**src/rtl/ikaopll_acc_mixer.sv**
```systemverilog
// ikaopll_acc_mixer
//   Multi-group accumulation DAC. Each slot's sign-magnitude operator sample is converted to
//   two's complement, scaled by a signed per-group volume and summed into its group's
//   accumulator. At every frame boundary the accumulators are presented on o_MIX through a
//   valid/ready handshake, together with per-group clip status.
//
// Ports
//   i_EMUCLK       master clock
//   i_RST          asynchronous reset, active-high
//   i_phi1_NCEN_n  tick enable, active-low; frame and accumulate logic advance only on ticks
//   i_FRAME_START  cycle-0 marker, one tick wide
//   i_SAMPLE_EN    current slot carries a valid sample
//   i_GROUP_SEL    destination group of the current slot
//   i_OPDATA       sign-magnitude sample, MSB is the sign
//   i_VOL          signed volume per group, group g at [g*VOL_WIDTH +: VOL_WIDTH]
//   o_MIX          signed frame mix per group, group g at [g*OUT_WIDTH +: OUT_WIDTH]
//   o_CLIP         group overflowed during the frame now on o_MIX
//   o_VALID        o_MIX holds an unconsumed frame
//   i_READY        consumer accepts o_MIX
//   o_OVERRUN      sticky: a frame was dropped because o_MIX was not consumed
//   i_CLR_FLAGS    clears o_OVERRUN (a simultaneous overrun wins)
module ikaopll_acc_mixer #(
    parameter int OP_WIDTH   = 9,
    parameter int VOL_WIDTH  = 4,
    parameter int ACC_WIDTH  = 16,
    parameter int OUT_WIDTH  = 16,
    parameter int NUM_GROUPS = 2,
    parameter int FRAME_DLY  = 3,
    parameter int SATURATE   = 1,
    localparam int GSEL_W    = (NUM_GROUPS > 1) ? $clog2(NUM_GROUPS) : 1
) (
    input  logic                            i_EMUCLK,
    input  logic                            i_RST,
    input  logic                            i_phi1_NCEN_n,
    input  logic                            i_FRAME_START,
    input  logic                            i_SAMPLE_EN,
    input  logic [GSEL_W-1:0]               i_GROUP_SEL,
    input  logic [OP_WIDTH-1:0]             i_OPDATA,
    input  logic [NUM_GROUPS*VOL_WIDTH-1:0] i_VOL,
    output logic [NUM_GROUPS*OUT_WIDTH-1:0] o_MIX,
    output logic [NUM_GROUPS-1:0]           o_CLIP,
    output logic                            o_VALID,
    input  logic                            i_READY,
    output logic                            o_OVERRUN,
    input  logic                            i_CLR_FLAGS
);

    localparam int PROD_W = OP_WIDTH + VOL_WIDTH;
    localparam int SUM_W  = ACC_WIDTH + 1;
    localparam int SHIFT  = ACC_WIDTH - OUT_WIDTH;

    logic tick;
    assign tick = ~i_phi1_NCEN_n;

    // ---------------------------------------------------------------- stage 1: capture/convert
    logic [OP_WIDTH-1:0] op_conv;
    logic [OP_WIDTH-1:0] s1_v_q;
    logic [GSEL_W-1:0]   s1_sel_q;
    logic                s1_en_q;

    // Negative samples map to -mag-1, so +0 and -0 stay distinct rather than collapsing.
    assign op_conv = i_OPDATA[OP_WIDTH-1] ? {1'b1, ~i_OPDATA[OP_WIDTH-2:0]}
                                          : {1'b0, i_OPDATA[OP_WIDTH-2:0]};

    // ---------------------------------------------------------------- stage 2: volume scale
    logic [VOL_WIDTH-1:0]     vol_sel;
    logic signed [PROD_W-1:0] v_ext;
    logic signed [PROD_W-1:0] vol_ext;
    logic signed [PROD_W-1:0] prod;
    logic signed [PROD_W-1:0] s2_p_q;
    logic [GSEL_W-1:0]        s2_sel_q;
    logic                     s2_en_q;

    always_comb begin
        vol_sel = '0;
        for (int g = 0; g < NUM_GROUPS; g++) begin
            if (int'(s1_sel_q) == g) begin
                vol_sel = i_VOL[g*VOL_WIDTH +: VOL_WIDTH];
            end
        end
    end

    assign v_ext   = {{VOL_WIDTH{s1_v_q[OP_WIDTH-1]}}, s1_v_q};
    assign vol_ext = {{OP_WIDTH{vol_sel[VOL_WIDTH-1]}}, vol_sel};
    assign prod    = v_ext * vol_ext;

    always_ff @(posedge i_EMUCLK or posedge i_RST) begin
        if (i_RST) begin
            s1_v_q   <= '0;
            s1_sel_q <= '0;
            s1_en_q  <= 1'b0;
            s2_p_q   <= '0;
            s2_sel_q <= '0;
            s2_en_q  <= 1'b0;
        end else if (tick) begin
            s1_v_q   <= op_conv;
            s1_sel_q <= i_GROUP_SEL;
            s1_en_q  <= i_SAMPLE_EN;
            s2_p_q   <= prod;
            s2_sel_q <= s1_sel_q;
            s2_en_q  <= s1_en_q;
        end
    end

    // ---------------------------------------------------------------- frame boundary delay
    logic [FRAME_DLY-1:0] dly_q;
    logic [FRAME_DLY:0]   dly_sh;
    logic                 boundary;

    assign dly_sh   = {dly_q, i_FRAME_START};
    assign boundary = tick & dly_q[FRAME_DLY-1];

    always_ff @(posedge i_EMUCLK or posedge i_RST) begin
        if (i_RST) begin
            dly_q <= '0;
        end else if (tick) begin
            dly_q <= dly_sh[FRAME_DLY-1:0];
        end
    end

    // ---------------------------------------------------------------- accumulators
    logic signed [SUM_W-1:0]              p_ext;
    logic [NUM_GROUPS-1:0][ACC_WIDTH-1:0] acc_q;
    logic [NUM_GROUPS-1:0][ACC_WIDTH-1:0] acc_d;
    logic [NUM_GROUPS-1:0][ACC_WIDTH-1:0] acc_sat;
    logic [NUM_GROUPS-1:0][SUM_W-1:0]     sum;
    logic [NUM_GROUPS-1:0]                ovf;
    logic [NUM_GROUPS-1:0]                hit;
    logic [NUM_GROUPS-1:0]                clip_pend_q;
    logic [NUM_GROUPS-1:0]                clip_pend_d;

    assign p_ext = SUM_W'(s2_p_q);

    always_comb begin
        hit     = '0;
        sum     = '0;
        ovf     = '0;
        acc_sat = '0;
        for (int g = 0; g < NUM_GROUPS; g++) begin
            hit[g] = s2_en_q && (int'(s2_sel_q) == g);
            sum[g] = SUM_W'($signed(acc_q[g])) + p_ext;
            // Overflow when the extra sum bit disagrees with the accumulator sign bit.
            ovf[g] = sum[g][SUM_W-1] ^ sum[g][SUM_W-2];
            if (ovf[g] && (SATURATE != 0)) begin
                acc_sat[g] = sum[g][SUM_W-1] ? {1'b1, {(ACC_WIDTH-1){1'b0}}}
                                             : {1'b0, {(ACC_WIDTH-1){1'b1}}};
            end else begin
                acc_sat[g] = sum[g][ACC_WIDTH-1:0];
            end
        end
    end

    always_comb begin
        acc_d       = acc_q;
        clip_pend_d = clip_pend_q;
        for (int g = 0; g < NUM_GROUPS; g++) begin
            if (boundary) begin
                // The boundary slot's sample seeds the next frame.
                acc_d[g]       = hit[g] ? p_ext[ACC_WIDTH-1:0] : '0;
                clip_pend_d[g] = 1'b0;
            end else if (hit[g]) begin
                acc_d[g]       = acc_sat[g];
                clip_pend_d[g] = clip_pend_q[g] | ovf[g];
            end
        end
    end

    always_ff @(posedge i_EMUCLK or posedge i_RST) begin
        if (i_RST) begin
            acc_q       <= '0;
            clip_pend_q <= '0;
        end else if (tick) begin
            acc_q       <= acc_d;
            clip_pend_q <= clip_pend_d;
        end
    end

    // ---------------------------------------------------------------- output handshake
    logic [NUM_GROUPS-1:0][ACC_WIDTH-1:0] acc_shr;
    logic [NUM_GROUPS*OUT_WIDTH-1:0]      out_cand;
    logic                                 accept;
    logic                                 out_free;
    logic                                 load;

    always_comb begin
        acc_shr  = '0;
        out_cand = '0;
        for (int g = 0; g < NUM_GROUPS; g++) begin
            acc_shr[g] = $signed(acc_q[g]) >>> SHIFT;
            out_cand[g*OUT_WIDTH +: OUT_WIDTH] = acc_shr[g][OUT_WIDTH-1:0];
        end
    end

    assign accept   = o_VALID & i_READY;
    assign out_free = ~o_VALID | i_READY;
    assign load     = boundary & out_free;

    always_ff @(posedge i_EMUCLK or posedge i_RST) begin
        if (i_RST) begin
            o_MIX     <= '0;
            o_CLIP    <= '0;
            o_VALID   <= 1'b0;
            o_OVERRUN <= 1'b0;
        end else begin
            if (load) begin
                o_MIX   <= out_cand;
                o_CLIP  <= clip_pend_q;
                o_VALID <= 1'b1;
            end else if (accept) begin
                o_VALID <= 1'b0;
            end

            if (boundary && !out_free) begin
                o_OVERRUN <= 1'b1;
            end else if (i_CLR_FLAGS) begin
                o_OVERRUN <= 1'b0;
            end
        end
    end

endmodule

```
**config.mk**
```make
export PLATFORM = sky130hd
export DESIGN_NAME = ikaopll_acc_mixer
export DESIGN_NICKNAME = d
export VERILOG_FILES = /design/src/rtl/ikaopll_acc_mixer.sv
export SDC_FILE = /design/constraint.sdc
export NUM_CORES = 1
export LEC_CHECK = 0
export CAP_MARGIN = 20
export CORE_MARGIN = 2
export CORE_UTILIZATION = 63
export CTS_CLUSTER_DIAMETER = 80
export DETAILED_ROUTE_END_ITERATION = 8
export PLACE_DENSITY = 0.89
export SETUP_SLACK_MARGIN = 0.05
export SYNTH_ARGS = -nofsm -noshare
export SYNTH_HDL_FRONTEND = slang
export SYNTH_SLANG_ARGS = --single-unit
```
**constraint.sdc**
```tcl
create_clock -name i_EMUCLK -period 13.5 [get_ports i_EMUCLK]
set_input_delay 3.375 -clock i_EMUCLK [delete_from_list [all_inputs] [get_ports i_EMUCLK]]
set_output_delay 3.375 -clock i_EMUCLK [all_outputs]
set_load 0.02 [all_outputs]
```
Yosys cells after proc, flatten, opt, wreduce, memory -nomap -nowiden
Index checks and enable logic that the tools add are counted.
- register bits after elaboration: 99
- bits in latches: 0
- memory bits (writable): 0
- memory bits (read-only): 0
- input bits: 25
- output and inout bits: 36
- logic and storage cells: 60
- memories: 0
- add/subtract/negate cells: 2
- multiply operators: 1
- div/mod/pow operators: 0
- magnitude comparators: 0
- equality and inequality tests: 0
- shift operators: 0
- multiplexer cells: 20
- bitwise logic cells: 12
- reductions and logical operators: 10
- operator list (cell ; count):
    $mux W16 ; 10
    $add A16 B13 Y17 ; 2
    $mul A9 B4 Y13 ; 1
    $mux W9 ; 1
    $mux W1 ; 8
    $not A8 Y8 ; 1
    $reduce_bool A2 Y1 ; 4
    $mux W4 ; 1
    $reduce_and A2 Y1 ; 2
    $and A1 B1 Y1 ; 3
    $logic_and A1 B1 Y1 ; 3
    $not A1 Y1 ; 3
    $or A1 B1 Y1 ; 3
    $xor A1 B1 Y1 ; 2
    $logic_not A1 Y1 ; 1

Longest topological paths before layout
- depth after elaboration: 5
- depth in mapped cells: 19
- mapped depth without buffers: 18

Least setup slack after synthesis
Ideal clock, no wire load.
- path type: input-to-reg
- start point: input port i_VOL[7]
- end point: register s2_p_q[12]
- setup time: 82 ps
- arrival time: 7027 ps
- data required time: 13418 ps
- slack: 6391 ps
- cell stages on the path: 15
- path buffers: 0
- path through: mux2i_1 -> or2_2 -> fa_1 -> fa_1 -> fa_1 -> inv_1 -> ha_1 -> a21o_1 -> a21oi_1 -> o21ai_0 -> o211a_1 -> o211ai_1 -> a21boi_0 -> or3_1 -> a31oi_1
- cells in the longest elaborated chain, start to end: 2
- RTL lines (what ; RTL line ; source):
    start, declared ; 39 ; input logic [NUM_GROUPS*VOL_WIDTH-1:0] i_VOL,
    $mux W4 ; 77 ; if (int'(s1_sel_q) == g) begin
    $mul A9 B4 Y13 ; 85 ; assign prod = v_ext * vol_ext;
    end signal, assigned ; 99 ; s2_p_q <= prod;
    end, declared ; 70 ; logic signed [PROD_W-1:0] s2_p_q;
No other way between the ends.
A chain may end at the register's enable or synchronous reset.

Worst setup path in the final report
Ends and elaborated chain as after synthesis.

==> results.yml <==
sta:
  fin_skew_ns: 0.0128
  slew_headroom: 0.342
  grt_setup_unrepaired: "no"
  fin_setup_tns_ns: 0
  report.final.slew_viol_count: 0
  hold_violations: 0
  clock.fmax_ghz: 0.131
  worst_slew_pin_slew_ns: 0.960
  finalSetupViolations: 0
  finalCriticalPeriod_ns: 7.63
  final_min_period_over_clock_period: 0.565
cts:
  tritoncts: "done"
  post_cts.repair.setup_buffers: 0
  max-clock-path-buffers: 2
  post_cts_hold_buffer_count: 0
  clk_pin_slew_ns: 0.10
  cts.repair.resized: 0
  clock_insertion_delay_worst_skew_ns: 0.39
  clock_buffer_count_from_cts: 9
  cts.sinks: 99
  cts-root-buf: "sky130_fd_sc_hd__clkbuf_8"
  cts_max_level: 3
routing:
  drtAntennaViolNets: 0
  initialDrtViolationCount: 215
  drt_pre_antenna_iters: 6
  drcViolationCount: 0
  route.vias.total: 5368
  avgRoutedWirePerCell_um: 16.6
  routed_wirelength_um: 14800
  drt-vias-per-instance: 6.05
grt:
  first_global_vias: 5491
  first_pass_grt_wire_length_um: 25200
  antenna_found_initial: 0
  pin_count_of_the_biggest_net_entering_global_routing: 62
  gr-total-overflow: 0
  global_route.usage.total: 0.271
floorplanning:
  core_area_sq_mm: 0.0107
  num_rows: 38
  design.portCount: 61
  initial_utilization: 0.639
  die_h_um: 108
  design.die.area_sq_mm: 0.0117
  die-width_um: 108
flow_run:
  max_cap_viol_count: 0
worst_setup_path:
  critPathCaptureType: "register"
  timing_worst_setup_path_type: "primary input to register"
  arrival_worst_endpoint_ns: 7.94
  reg_to_reg_start: "s1_sel_q$_DFFE_PP0N_"
  worst_reg_to_reg_setup_slack_ns: 8.69
  worst-r2r-cell-count: 15
  cp.required_ns: 13.81
  worstPathMaxFanout: 10
  worst_setup_path_start_kind: "primary input"
  timing.rr.end: "s2_p_q[12]$_DFFE_PP0N_"
power_and_ir_drop:
  max-vdd-ir-drop_v: 0.000127
  power.density_cell_area_mw_per_mm2: 284
  leakage_nw: 3.38
  fin_total_pwr_mw: 2.20
hold_path:
  min_path_cells: 1
  min-delay-path-class: "register to register"
  hold_path_startpoint: "clip_pend_q[0]$_DFFE_PP0P_"
  timing.hold.worst_endpoint: "clip_pend_q[0]$_DFFE_PP0P_"
status:
  run_status: "complete, no violations"
placement:
  dpl.hpwl_um: 11200
  placed_instance_area_sq_mm: 0.00754
  routabilityCongestion: 0.902
  portBuffers: 60
logic_synthesis:
  post_synth_edffs: 0
  syn-num-nets: 786
  synth.lib_cells_used.distinct: 60
  ys_ff_latch: 99
  postSynth.asyncResetShare: 1.00
  yosys_warnings: 0
  synthesis.area_sq_mm: 0.00683
  synth.top_cells.by_count: "sky130_fd_sc_hd__dfrtp_1, sky130_fd_sc_hd__a21oi_1, sky130_fd_sc_hd__ha_1, sky130_fd_sc_hd__nor2_1, sky130_fd_sc_hd__nand2_1"
  postSynthCellCount: 686
  synth.largest_area_cell: "sky130_fd_sc_hd__dfrtp_1"
  synthTopCellsByArea: "sky130_fd_sc_hd__dfrtp_1, sky130_fd_sc_hd__ha_1, sky130_fd_sc_hd__mux2_2"
  yosys.cell_count.top_type: "sky130_fd_sc_hd__dfrtp_1"
  synth.yosys.seq_area_share: 0.363
  ys_dominant_reg_cell: "sky130_fd_sc_hd__dfrtp_1"
  post_synth.cell_area_avg_sq_um: 9.96
  yosysTopAreaCellShare: 0.363
final_layout:
  area_delta_synth_final_pct: 13.3
  n_antenna_cell: 0
  fin_area_sq_mm: 0.00774
  post_route_cells_drive_above_1_share: 0.114
  finalNetCount: 842
cell families (layout without fill, tap and decap cells):
| group | Yosys count | after routing | synth area share |
|---|---|---|---|
| buffers and inverters | 56 | 117 | 0.0344 |
| adders and majority gates | 75 | 75 | 0.160 |
| xor gates and xnor gates | 43 | 43 | 0.0562 |
| muxes | 50 | 50 | 0.0817 |
| DFF | 99 | 99 | 0.363 |
| AOI/OAI and AO/OA | 187 | 187 | 0.180 |
| and+or+nand+nor | 176 | 176 | 0.125 |
registers in the layout, summed over array words and instances (netlist names):
register,flops
acc_q,32
o_MIX,32
s2_p_q,13
s1_v_q,9
dly_q,3
clip_pend_q,2
o_CLIP,2
o_OVERRUN,1
o_VALID,1
s1_en_q,1
s1_sel_q,1
s2_en_q,1
s2_sel_q,1
report_power, final:
group / switching [mW] / total [mW] / internal, mW
logic: 0.791 / 1.46 / 0.673
clock network: 0.104 / 0.190 / 0.0860
registers: 0.120 / 0.543 / 0.423
total: 1.01 / 2.20 / 1.18
placed cells by master (no fill, tap or decap), types with 5 or more instances in the layout:
cell,netlist,routed
sky130_fd_sc_hd__o211ai_1,9,9
sky130_fd_sc_hd__clkbuf_8,0,9
sky130_fd_sc_hd__clkdlybuf4s50_1,0,60
sky130_fd_sc_hd__a21oi_1,59,59
sky130_fd_sc_hd__dfrtp_1,99,99
sky130_fd_sc_hd__and2_1,9,9
sky130_fd_sc_hd__a21o_1,13,13
sky130_fd_sc_hd__a22oi_1,10,10
sky130_fd_sc_hd__mux2_2,46,46
sky130_fd_sc_hd__ha_1,54,54
sky130_fd_sc_hd__inv_1,36,35
sky130_fd_sc_hd__o22ai_1,5,5
sky130_fd_sc_hd__nand3_1,11,11
sky130_fd_sc_hd__a31oi_1,6,6
sky130_fd_sc_hd__xnor2_1,28,28
sky130_fd_sc_hd__o21ai_0,33,33
sky130_fd_sc_hd__nor2b_1,21,21
sky130_fd_sc_hd__nand2_1,49,49
sky130_fd_sc_hd__o31ai_1,5,5
sky130_fd_sc_hd__nand2b_1,13,13
sky130_fd_sc_hd__fa_1,21,21
sky130_fd_sc_hd__nor2_1,54,54
sky130_fd_sc_hd__a2bb2oi_1,7,7
sky130_fd_sc_hd__xor2_1,14,14
sky130_fd_sc_hd__o21a_1,6,6
worst max-delay path by stage:
stage	startpoint	depth (start not counted)	end	slack, ns
2_1_floorplan	i_VOL[7]	15	s2_p_q[12]$_DFFE_PP0N_	6.39
3_3_place_gp	i_VOL[7]	16	s2_p_q[12]$_DFFE_PP0N_	5.68
3_5_place_dp	i_VOL[7]	16	s2_p_q[12]$_DFFE_PP0N_	5.49
4_1_cts	i_VOL[7]	18	s2_p_q[11]$_DFFE_PP0N_	5.88
5_1_grt	i_VOL[7]	16	s2_p_q[12]$_DFFE_PP0N_	5.61
6_report	i_VOL[7]	16	s2_p_q[12]$_DFFE_PP0N_	5.87
final cells by class:
type,count,area [sq um]
clock buffer,12,135
clock inverter,4,51.3
fill,765,2960
inverter,36,138
multi-input combinational,531,4120
sequential,99,2480
tap,140,175
timing repair buffer,65,642
routing by layer:
metal | track usage | vias up | part of all wire
li1 | - | 2548 | -
met1 | 0.342 | 2621 | 0.42
met2 | 0.454 | 152 | 0.49
met3 | 0.0482 | 47 | 0.046
met4 | 0.131 | 0 | 0.035
met5 | 0 | - | 0
metrics by stage:
step           std cells  setup WS (ns)   util  hold slack (ns)
2_1_floorplan        686           6.39      -            0.457
3_3_place_gp         870           5.68  0.705            0.474
3_5_place_dp         870           5.49  0.705            0.482
4_1_cts              886           5.88  0.722            0.504
5_1_grt              887           5.61  0.723            0.527
6_report             887           5.87  0.723            0.498
worst max-delay path, stage by stage:
cell and delay [ns]:
sky130_fd_sc_hd__clkdlybuf4s50_1 0.40, sky130_fd_sc_hd__mux2i_1 0.75, sky130_fd_sc_hd__or2_2 0.26, sky130_fd_sc_hd__fa_1 0.42, sky130_fd_sc_hd__fa_1 0.52, sky130_fd_sc_hd__fa_1 0.55
sky130_fd_sc_hd__inv_1 0.05, sky130_fd_sc_hd__ha_1 0.20, sky130_fd_sc_hd__a21o_1 0.16, sky130_fd_sc_hd__a21oi_1 0.24, sky130_fd_sc_hd__o21ai_0 0.12, sky130_fd_sc_hd__o211a_1 0.15
sky130_fd_sc_hd__o211ai_1 0.16, sky130_fd_sc_hd__a21boi_0 0.12, sky130_fd_sc_hd__or3_1 0.32, sky130_fd_sc_hd__a31oi_1 0.16
Power figures use the tool's default switching activity.
